--- src/rtl/darkpcgen_pkg.sv ---
// darkpcgen_pkg -- shared core definitions for the program-counter generator.
//   pcgen_state_t : fetch sequencer states (IDLE / REQ / WAIT / HOLD)
//   INST_BYTES    : size of one instruction in bytes (pc step)
//   align_pc()    : clears the low address bits so a target is word aligned
package darkpcgen_pkg;

  typedef enum logic [1:0] {
    IDLE = 2'd0,
    REQ  = 2'd1,
    WAIT = 2'd2,
    HOLD = 2'd3
  } pcgen_state_t;

  localparam logic [31:0] INST_BYTES = 32'd4;

  function automatic logic [31:0] align_pc(input logic [31:0] a);
    return a & ~(INST_BYTES - 32'd1);
  endfunction

endpackage

--- src/rtl/darkpcgen.sv ---
// darkpcgen -- program-counter generator / single-entry fetch sequencer.
// Issues one fetch at a time to darkfetch, holds the returned instruction
// for decode, and follows control-transfer redirects from execute.
//
// Ports:
//   clk          in   clock, all state updates on rising edge
//   res          in   synchronous active-high reset
//   halt         in   blocks issue of a new fetch (sampled only in IDLE)
//   fetch_en     out  one-cycle fetch request to darkfetch
//   fetch_pc     out  fetch address (current pc)
//   fetch_valid  in   one-cycle fetch completion from darkfetch
//   fetch_inst   in   fetched instruction, qualified by fetch_valid
//   redirect     in   one-cycle taken branch/jump pulse
//   redirect_pc  in   redirect target (low two bits ignored)
//   out_valid    out  instruction available to decode
//   out_ready    in   decode accepts the held instruction
//   out_inst     out  held instruction
//   out_pc       out  address of out_inst
module darkpcgen
  import darkpcgen_pkg::*;
#(
  parameter logic [31:0] RESET_PC = 32'h0000_0000
) (
  input  logic        clk,
  input  logic        res,
  input  logic        halt,
  output logic        fetch_en,
  output logic [31:0] fetch_pc,
  input  logic        fetch_valid,
  input  logic [31:0] fetch_inst,
  input  logic        redirect,
  input  logic [31:0] redirect_pc,
  output logic        out_valid,
  input  logic        out_ready,
  output logic [31:0] out_inst,
  output logic [31:0] out_pc
);

  pcgen_state_t r_state;
  logic [31:0]  r_pc;
  logic         r_kill;
  logic [31:0]  r_inst;
  logic [31:0]  r_out_pc;

  pcgen_state_t w_state_nxt;
  logic [31:0]  w_pc_nxt;
  logic         w_kill_nxt;
  logic         w_capture;
  logic [31:0]  w_target;

  assign w_target = align_pc(redirect_pc);

  // State register: reset overrides every other input in the same cycle.
  always_ff @(posedge clk) begin
    if (res) begin
      r_state  <= IDLE;
      r_pc     <= RESET_PC;
      r_kill   <= 1'b0;
      r_inst   <= 32'h0;
      r_out_pc <= 32'h0;
    end else begin
      r_state <= w_state_nxt;
      r_pc    <= w_pc_nxt;
      r_kill  <= w_kill_nxt;
      if (w_capture) begin
        r_inst   <= fetch_inst;
        r_out_pc <= r_pc;
      end
    end
  end

  // Next-state logic. A redirect always wins over the pc+4 step.
  always_comb begin
    w_state_nxt = r_state;
    w_pc_nxt    = r_pc;
    w_kill_nxt  = r_kill;
    w_capture   = 1'b0;
    unique case (r_state)
      IDLE: begin
        if (redirect) w_pc_nxt = w_target;
        if (!halt)    w_state_nxt = REQ;
      end
      REQ: begin
        // The request already went out this cycle; if a redirect lands now
        // the returning instruction belongs to the old path and is killed.
        w_state_nxt = WAIT;
        if (redirect) begin
          w_pc_nxt   = w_target;
          w_kill_nxt = 1'b1;
        end
      end
      WAIT: begin
        if (fetch_valid) begin
          w_state_nxt = IDLE;
          w_kill_nxt  = 1'b0;
          if (redirect) begin
            w_pc_nxt = w_target;
          end else if (!r_kill) begin
            w_capture   = 1'b1;
            w_state_nxt = HOLD;
          end
        end else if (redirect) begin
          // darkfetch cannot abort, so let the fetch finish and drop it.
          w_pc_nxt   = w_target;
          w_kill_nxt = 1'b1;
        end
      end
      HOLD: begin
        if (redirect) begin
          w_pc_nxt    = w_target;
          w_state_nxt = IDLE;
        end else if (out_ready) begin
          w_pc_nxt    = r_pc + INST_BYTES;
          w_state_nxt = IDLE;
        end
      end
      default: w_state_nxt = IDLE;
    endcase
  end

  // Outputs are pure decodes of the registered state.
  always_comb begin
    fetch_en  = (r_state == REQ);
    out_valid = (r_state == HOLD);
    fetch_pc  = r_pc;
    out_inst  = r_inst;
    out_pc    = r_out_pc;
  end

endmodule

--- config.mk ---
export PLATFORM = sky130hd
export DESIGN_NAME = darkpcgen
export DESIGN_NICKNAME = d
export VERILOG_FILES = /design/src/rtl/darkpcgen_pkg.sv /design/src/rtl/darkpcgen.sv
export SDC_FILE = /design/constraint.sdc
export NUM_CORES = 1
export LEC_CHECK = 0
export BUFFER_PORTS_ARGS = -buffer_cell sky130_fd_sc_hd__buf_2
export CORE_UTILIZATION = 44
export DETAILED_ROUTE_END_ITERATION = 8
export GPL_ROUTABILITY_DRIVEN = 0
export GPL_TIMING_DRIVEN = 0
export HOLD_SLACK_MARGIN = 0.03
export PLACE_DENSITY = 0.76
export SLEW_MARGIN = 20
export SYNTH_ARGS = -nofsm -noshare
export SYNTH_HDL_FRONTEND = slang
export SYNTH_SLANG_ARGS = --single-unit
--- constraint.sdc ---
create_clock -name clk -period 1.75 [get_ports clk]
set_input_delay 0.0875 -clock clk [delete_from_list [all_inputs] [get_ports clk]]
set_output_delay 0.0875 -clock clk [all_outputs]
set_load 0.03 [all_outputs]
==> metrics.md, run 1 <==
| Metric | Value |
|---|---|
| Final setup margin | -90.96 ps |
| Slowest-stage cell, CP | or4_4 |
| Violated checks | negative setup slack |
| Die height | 101.8 um |
| CTS tree | yes |
| Worst Skew | 8.403 ps |
| Inserted Diodes | 0 |
| Final Slew Violations | 0 |
| Peak fanout along the critical path | 4 |
| Initial drt markers | 438 |
| Worst setup EP type | register |
| Pwr dens | 806.9 nW/um2 |
| Tot Pwr | 5.382 mW |
| Max clock buf depth | 2 |
| Kind of critical path | register to register |
| Cell count after synthesis | 584 |
| Row cnt | 36 |
| Vias/cell | 5.573 |
| CTS clock-pin slew for the worst setup and hold paths | 100 ps |
| Final HPWL DP | 10,250 um |
| Final hold vios | 0 |
| Nets | 906 |
| Highest clock rate | 0.5432 GHz |
| WHS | 45.29 ps |
| Ys Warns | 0 |
| Worst Max-Slew Pin Slew | 681.7 ps |
| Slew Limit Headroom | 54.55% |
| Post-synth EDFFs | 0 |
| CTS H-tree lvls | 3 |
| Synth Area in Compound Gates | 21.15% |
| Startpoint class of the critical path | register |
| Average wire per standard cell | 16.43 um |
| Largest net degree at the start of global routing | 17 |
| Simple-gate share of the synthesized area | 27.38% |
| Gr ovfl total | 0 |
| R2R setup slack | -90 ps |
| Adder-cell share of the synthesized area | 1.998% |
| Crit path cell chain | nand4_4 -> or4_4 -> or4b_1 -> a31oi_1 |
| Mean Syn Cell Area | 7.505 um2 |
| Clock sink count | 95 |
| Drt pass-1 iters | 5 |
| Period Utilization, post-route | 105.2% |
| Core Area | 9729 um2 |
| Register bit count reported by yosys | 95 |
| Worst skew pair latency | 360 ps |
| Status | finished with violations |
| Arr. time, crit path | 2130 ps |
| XOR/XNOR share of the synthesized area | 0% |
| Yosys cell types | 55 |
| Worst EP required | 2040 ps |
| Starting Density | 45.05% |
| Sequential area share after synthesis | 43.39% |
| Worst IR Drop VDD | 0.5186 mV |
| Post-synth top flop | dfxtp_1 |
| Max-Cap Viols | 0 |
| Fin crit period | 1841 ps |
| Port Buf Inserts | 160 |
| Syn-to-layout area delta | 52.18% |
| Main combinational cell family by area after synthesis | simple AND/OR/NAND/NOR gates |
| Async SR Flop Fraction | 0% |
| DRC Markers | 0 |
| Share of layout cells above drive strength 1 | 37.17% |
| Die Area | 10,360 um2 |
| HP Class | input port to register |
| Top-level I/O count | 168 |
| Netlist Area Pre-Place | 4383 um2 |
| Final ANT Viol Nets | 0 |
| Post-synthesis mux area share | 0.9991% |
| RSZ-0062 raised after global routing | true |
| Antenna violations before repair | 0 |
| Clock root buffer | clkbuf_8 |
| Die Span X | 101.8 um |
| Final setup viols | 3 |
| GRT Util Overall | 30.03% |
| Number of buffers created by CTS | 9 |
| Routed WL | 15,890 um |
| Number of global-route vias before repair | 5,049 |
| CP max stage delay | 590 ps |
| DR vias | 5,389 |
| First-pass GRT wire length | 24,140 um |
| Leak | 2.866 nW |
==> power by group <==
| group | switching [mW] | internal, mW | total (mW) |
|---|---|---|---|
| sequential | 0.201 | 2.31 | 2.51 |
| combinational | 0.894 | 0.603 | 1.50 |
| clock | 0.809 | 0.562 | 1.37 |
==> cells in the final DEF (no fill, tap or decap), types with 5 or more instances in the layout <==
| cell type | count |
|---|---|
| a211oi_1 | 7 |
| a21oi_1 | 82 |
| a21oi_2 | 5 |
| a31oi_1 | 10 |
| and3_1 | 6 |
| buf_2 | 163 |
| buf_4 | 39 |
| buf_6 | 12 |
| clkbuf_1 | 12 |
| clkbuf_2 | 7 |
| clkbuf_8 | 11 |
| dfxtp_1 | 73 |
| dfxtp_2 | 5 |
| dfxtp_4 | 17 |
| dlygate4sd3_1 | 43 |
| nand2_1 | 154 |
| nand3_1 | 14 |
| nand4_1 | 8 |
| nor2_1 | 31 |
| nor3_1 | 9 |
| o21ai_0 | 15 |
==> registers in the layout, summed over array words and instances (netlist names) <==
name and cells:
out_pc 30, fetch_pc 30, r_state 2, r_kill 1, out_inst 32
==> repair_timing <==
action | in CTS | in global routing
hold endpoints to repair | 42 | 1
hold buffers | 42 | 1
pin swaps | 11 | 21
setup buffers | 23 | 13
endpoints found under the setup margin | 94 | 90
resized for setup | 68 | 64
==> layer usage <==
metal	track usage, %	wire length (um)
met1	35.48	6162
met2	49.90	7552
met3	7.937	1579
met4	15.83	597
met5	0	0
==> worst paths after layout <==
kind	start	endpoint	cells after the start
worst max-delay path	fetch_pc[10]	fetch_pc[23]	4
worst min-delay path	halt	r_state[0]	4
worst max register to register	fetch_pc[10]	fetch_pc[23]	4
worst min register to register	out_inst[17]	out_inst[17]	2
==> critical path, delay by kind of cell (launching register included) <==
kind            cells  cell delay [ps]
compound gates      1              160
flops               1              380
simple gates        3             1210
==> area by class of cell <==
type / instances / area (um2)
flip-flops and latches: 95 / 1972
repair buffers: 239 / 1516
clock inverters: 6 / 42.54
plain buffers: 39 / 259.0
multi-input cells: 439 / 2554
clock buffers: 10 / 137.6
well taps: 133 / 166.4
fillers: 777 / 3059
inverters: 6 / 22.52
==> per-stage QoR <==
stage | instance area, um2 | util [%] | setup TNS [ps] | setup WS, ps | instances
floorplan | 4528 | - | -258.8 | -201.9 | 587
global placement | 5495 | 56.48 | -26070 | -455.0 | 880
detailed placement | 5495 | 56.48 | -33960 | -494.4 | 880
CTS | 6432 | 66.11 | -294.9 | -148.2 | 955
global route | 6670 | 68.56 | -938.9 | -114.5 | 967
finish | 6670 | 68.56 | -256.6 | -90.96 | 967
==> logic make-up (layout without fill, tap and decap cells) <==
group,after synthesis,after routing
compound gates,157,157
mux,4,4
simple gates,267,267
buf+inv,53,300
flops,95,95
other cells,1,4
fa+ha+maj,7,7
==> Yosys cell counts, types with 7 or more instances <==
library cell  number  area [um2]
clkbuf_1          39       146.4
nand2_1          157       589.3
nor3_1            10       50.05
nor4_1             8       50.05
a211oi_1           7       52.55
nand3_1           18       90.09
nand4_1            8       50.05
a21oi_1           87       435.4
ha_1               7       87.58
dfxtp_1           95        1902
o21ai_0           20       100.1
a31oi_1           10       62.56
nor2_1            35       131.4
Note: power is estimated with default switching activity, not from simulation.
==> run 2: changes to the inputs <==
--- a/config.mk
+++ b/config.mk
@@ -11,7 +11,7 @@
 export GPL_ROUTABILITY_DRIVEN = 0
 export GPL_TIMING_DRIVEN = 0
 export HOLD_SLACK_MARGIN = 0.03
-export PLACE_DENSITY = 0.76
+export PLACE_DENSITY = 0.8
 export SLEW_MARGIN = 20
 export SYNTH_ARGS = -nofsm -noshare
 export SYNTH_HDL_FRONTEND = slang
==> run 2 against run 1 <==
The run still ends with negative setup slack left. Clock skew rose by 1.9 ps. Global-route usage rose by 0.59 points. Critical endpoint is now fetch_pc[25]. Sequential share of layout area fell by 0.93 points. Highest routed layer unchanged.
==> metrics.md, run 2 (same netlist as run 1, synthesis figures left out) <==
| Metric | Value |
|---|---|
| Sw frac | 35.56% (+0.17 points) |
| Kind of critical path | register to register |
| R2R setup slack | -160 ps (-70 ps) |
| # placed instances | 880 (unchanged) |
| Worst path most repeated cell | nand4_1 |
| Leak | 2.962 nW (+3.4%) |
| Sum of negative setup slack | -754.4 ps (-497.7 ps) |
| Worst Skew | 10.33 ps (+1.926 ps) |
| CP delay by family, top | simple AND/OR/NAND/NOR gates |
| Max reg flops | 32 (unchanged) |
| Number of global-route vias before repair | 5,037 (-0.24%) |
| WP buf/inv | 0 (unchanged) |
| Initial drt markers | 904 (+110%) |
| Clock sink count | 95 (unchanged) |
| Arr. time, crit path | 2220 ps (+90 ps) |
| Period Utilization, post-route | 109.3% (+4.1 points) |
| Nets | 923 (+1.9%) |
| Final ANT Viol Nets | 0 (unchanged) |
| Top-level I/O count | 168 (unchanged) |
| Row cnt | 36 (unchanged) |
| Commonest non-fill, non-tap cell in the layout | buf_2 |
| DRC Markers | 0 (unchanged) |
| Worst Max-Slew Pin Slew | 722.5 ps (+40.81 ps) |
| Clock network power share | 26.0% (+0.5 points) |
| Clock root buffer | clkbuf_8 |
| Switching power | 2.005 mW (+5.3%) |
| Core Area | 9729 um2 (unchanged) |
| Slew Limit Headroom | 51.83% (-2.7 points) |
| Worst IR Drop VDD | 0.5316 mV (+2.5%) |
| Share of power burned in registers | 44.9% (-1.8 points) |
| Max clock buf depth | 2 (unchanged) |
| CP max stage delay | 480 ps (-110 ps) |
| Final hold vios | 0 (unchanged) |
| Startpoint class of the critical path | register |
| Peak fanout along the critical path | 8 (+4) |
| Pwr dens | 818.6 nW/um2 (+1.5%) |
| Final Instance Area | 6888 um2 (+3.3%) |
| First-pass GRT wire length | 24,290 um (+0.63%) |
| Port Buf Inserts | 160 (unchanged) |
| Placed Area | 5495 um2 (unchanged) |
| Most frequent cells in the layout | 162 x buf_2, 153 x nand2_1, 80 x a21oi_1 |
| Final setup margin | -162.1 ps (-71.13 ps) |
| CTS H-tree lvls | 3 (unchanged) |
| Antenna violations before repair | 0 (unchanged) |
| Internal power | 3.634 mW (+4.5%) |
| R2R depth | 5 (+1) |
| Final setup viols | 14 (+11) |
| CTS tree | yes |
| Number of buffers created by CTS | 9 (unchanged) |
| Die height | 101.8 um (unchanged) |
| Worst skew pair latency | 390 ps (+30 ps) |
| Final cell count without fillers | 984 (+1.8%) |
| Inserted Diodes | 0 (unchanged) |
| Largest net degree at the start of global routing | 16 (-1) |
| GRT Util Overall | 30.62% (+0.59 points) |
| Final Slew Violations | 0 (unchanged) |
| Crit path cell chain | nand4_1 -> nor3_4 -> nand4_1 -> or3b_2 -> a31oi_1 |
| Gr ovfl total | 0 (unchanged) |
| Slowest-stage cell, CP | or3b_2 |
| Max-Cap Viols | 0 (unchanged) |
| Violated checks | negative setup slack |
| Average wire per standard cell | 18.78 um (+14%) |
| Share of layout cells above drive strength 1 | 39.01% (+1.8 points) |
| Drt pass-1 iters | 7 (+2) |
| Hold path cells | 3 (-1) |
| Vias/cell | 6.042 (+8.4%) |
| CTS clock-pin slew for the worst setup and hold paths | 100 ps (about the same) |
| Comb power frac | 29.2% (+1.4 points) |
| Critical path depth | 5 (+1) |
| Final HPWL DP | 10,460 um (+2.0%) |
| Die Span X | 101.8 um (unchanged) |
| DR vias | 5,945 (+10%) |
| Fin crit period | 1912 ps (+71.13 ps) |
| Syn-to-layout area delta | 57.15% |
| HP Class | input port to register |
| Worst setup EP type | register |
| Worst EP required | 2050 ps (about the same) |
| Highest clock rate | 0.5230 GHz (-3.7%) |
| Routed WL | 18,480 um (+16%) |
| Status | finished with violations |
| Starting Density | 45.05% (unchanged) |
| RSZ-0062 raised after global routing | true |
| Die Area | 10,360 um2 (unchanged) |
-- run 2: cell types whose count changed in the layout (fill, tap and decap cells not counted), sizes merged --
cell         delta
buf            +19
clkbuf          -2
inv             -2
and2            +1
dlygate4sd3     +1
-- run 2: worst register-to-register path, stage by stage, from the launching register on --
cell and delay (ps):
dfxtp_2 460, nand4_1 220, nor3_4 280, nand4_1 200
or3b_2 480, a31oi_1 180
-- run 2: through the flow --
step	setup slack (ps)	hold slack (ps)	utilization, %	power (mW)
floorplan	-201.9	206.2	-	3.328
global placement	-422.6	328.4	56.48	3.690
detailed placement	-494.6	335.8	56.48	3.744
CTS	-139.8	35.95	66.44	5.327
global route	-194.3	43.70	70.79	5.798
finish	-162.1	31.34	70.79	5.638
-- run 2: area by class of cell --
class	instances	area (um2)
multi-input cells	440	2585
plain buffers	38	301.5
inverters	6	26.28
clock buffers	12	166.4
fillers	705	2841
repair buffers	256	1644
clock inverters	4	26.28
flip-flops and latches	95	1972
well taps	133	166.4
-- run 2: per-layer routing --
metal,global-route usage (%),share of wire (%),vias to the layer above
met5,0,0,-
met4,19.06,7.0,0
met3,7.315,11,172
met2,50.05,47,567
met1,36.20,35,2651
li1,-,-,2555
-- run 2: final timing paths --
check,from,to
setup / recovery,fetch_pc[15],fetch_pc[25]
hold / removal,redirect_pc[22],fetch_pc[22]
setup reg to reg,fetch_pc[15],fetch_pc[25]
hold reg to reg,out_inst[28],out_inst[28]
-- run 2: power groups by stage --
stage               sequential, mW  combinational, mW  clock [mW]
floorplan                     2.71              0.618           0
global placement              2.53               1.16           0
detailed placement            2.54               1.20           0
CTS                           2.50               1.39        1.44
global route                  2.54               1.74        1.52
finish                        2.53               1.65        1.46
-- run 2: what timing repair did --
action / 4_1_cts / 5_1_grt
pin swaps: 8 / 26
setup buffers: 26 / 24
hold buffers: 44 / 0
hold endpoints to repair: 44 / 0
gates cloned: 0 / 3
endpoints found under the setup margin: 94 / 90
gates resized for setup: 64 / 98
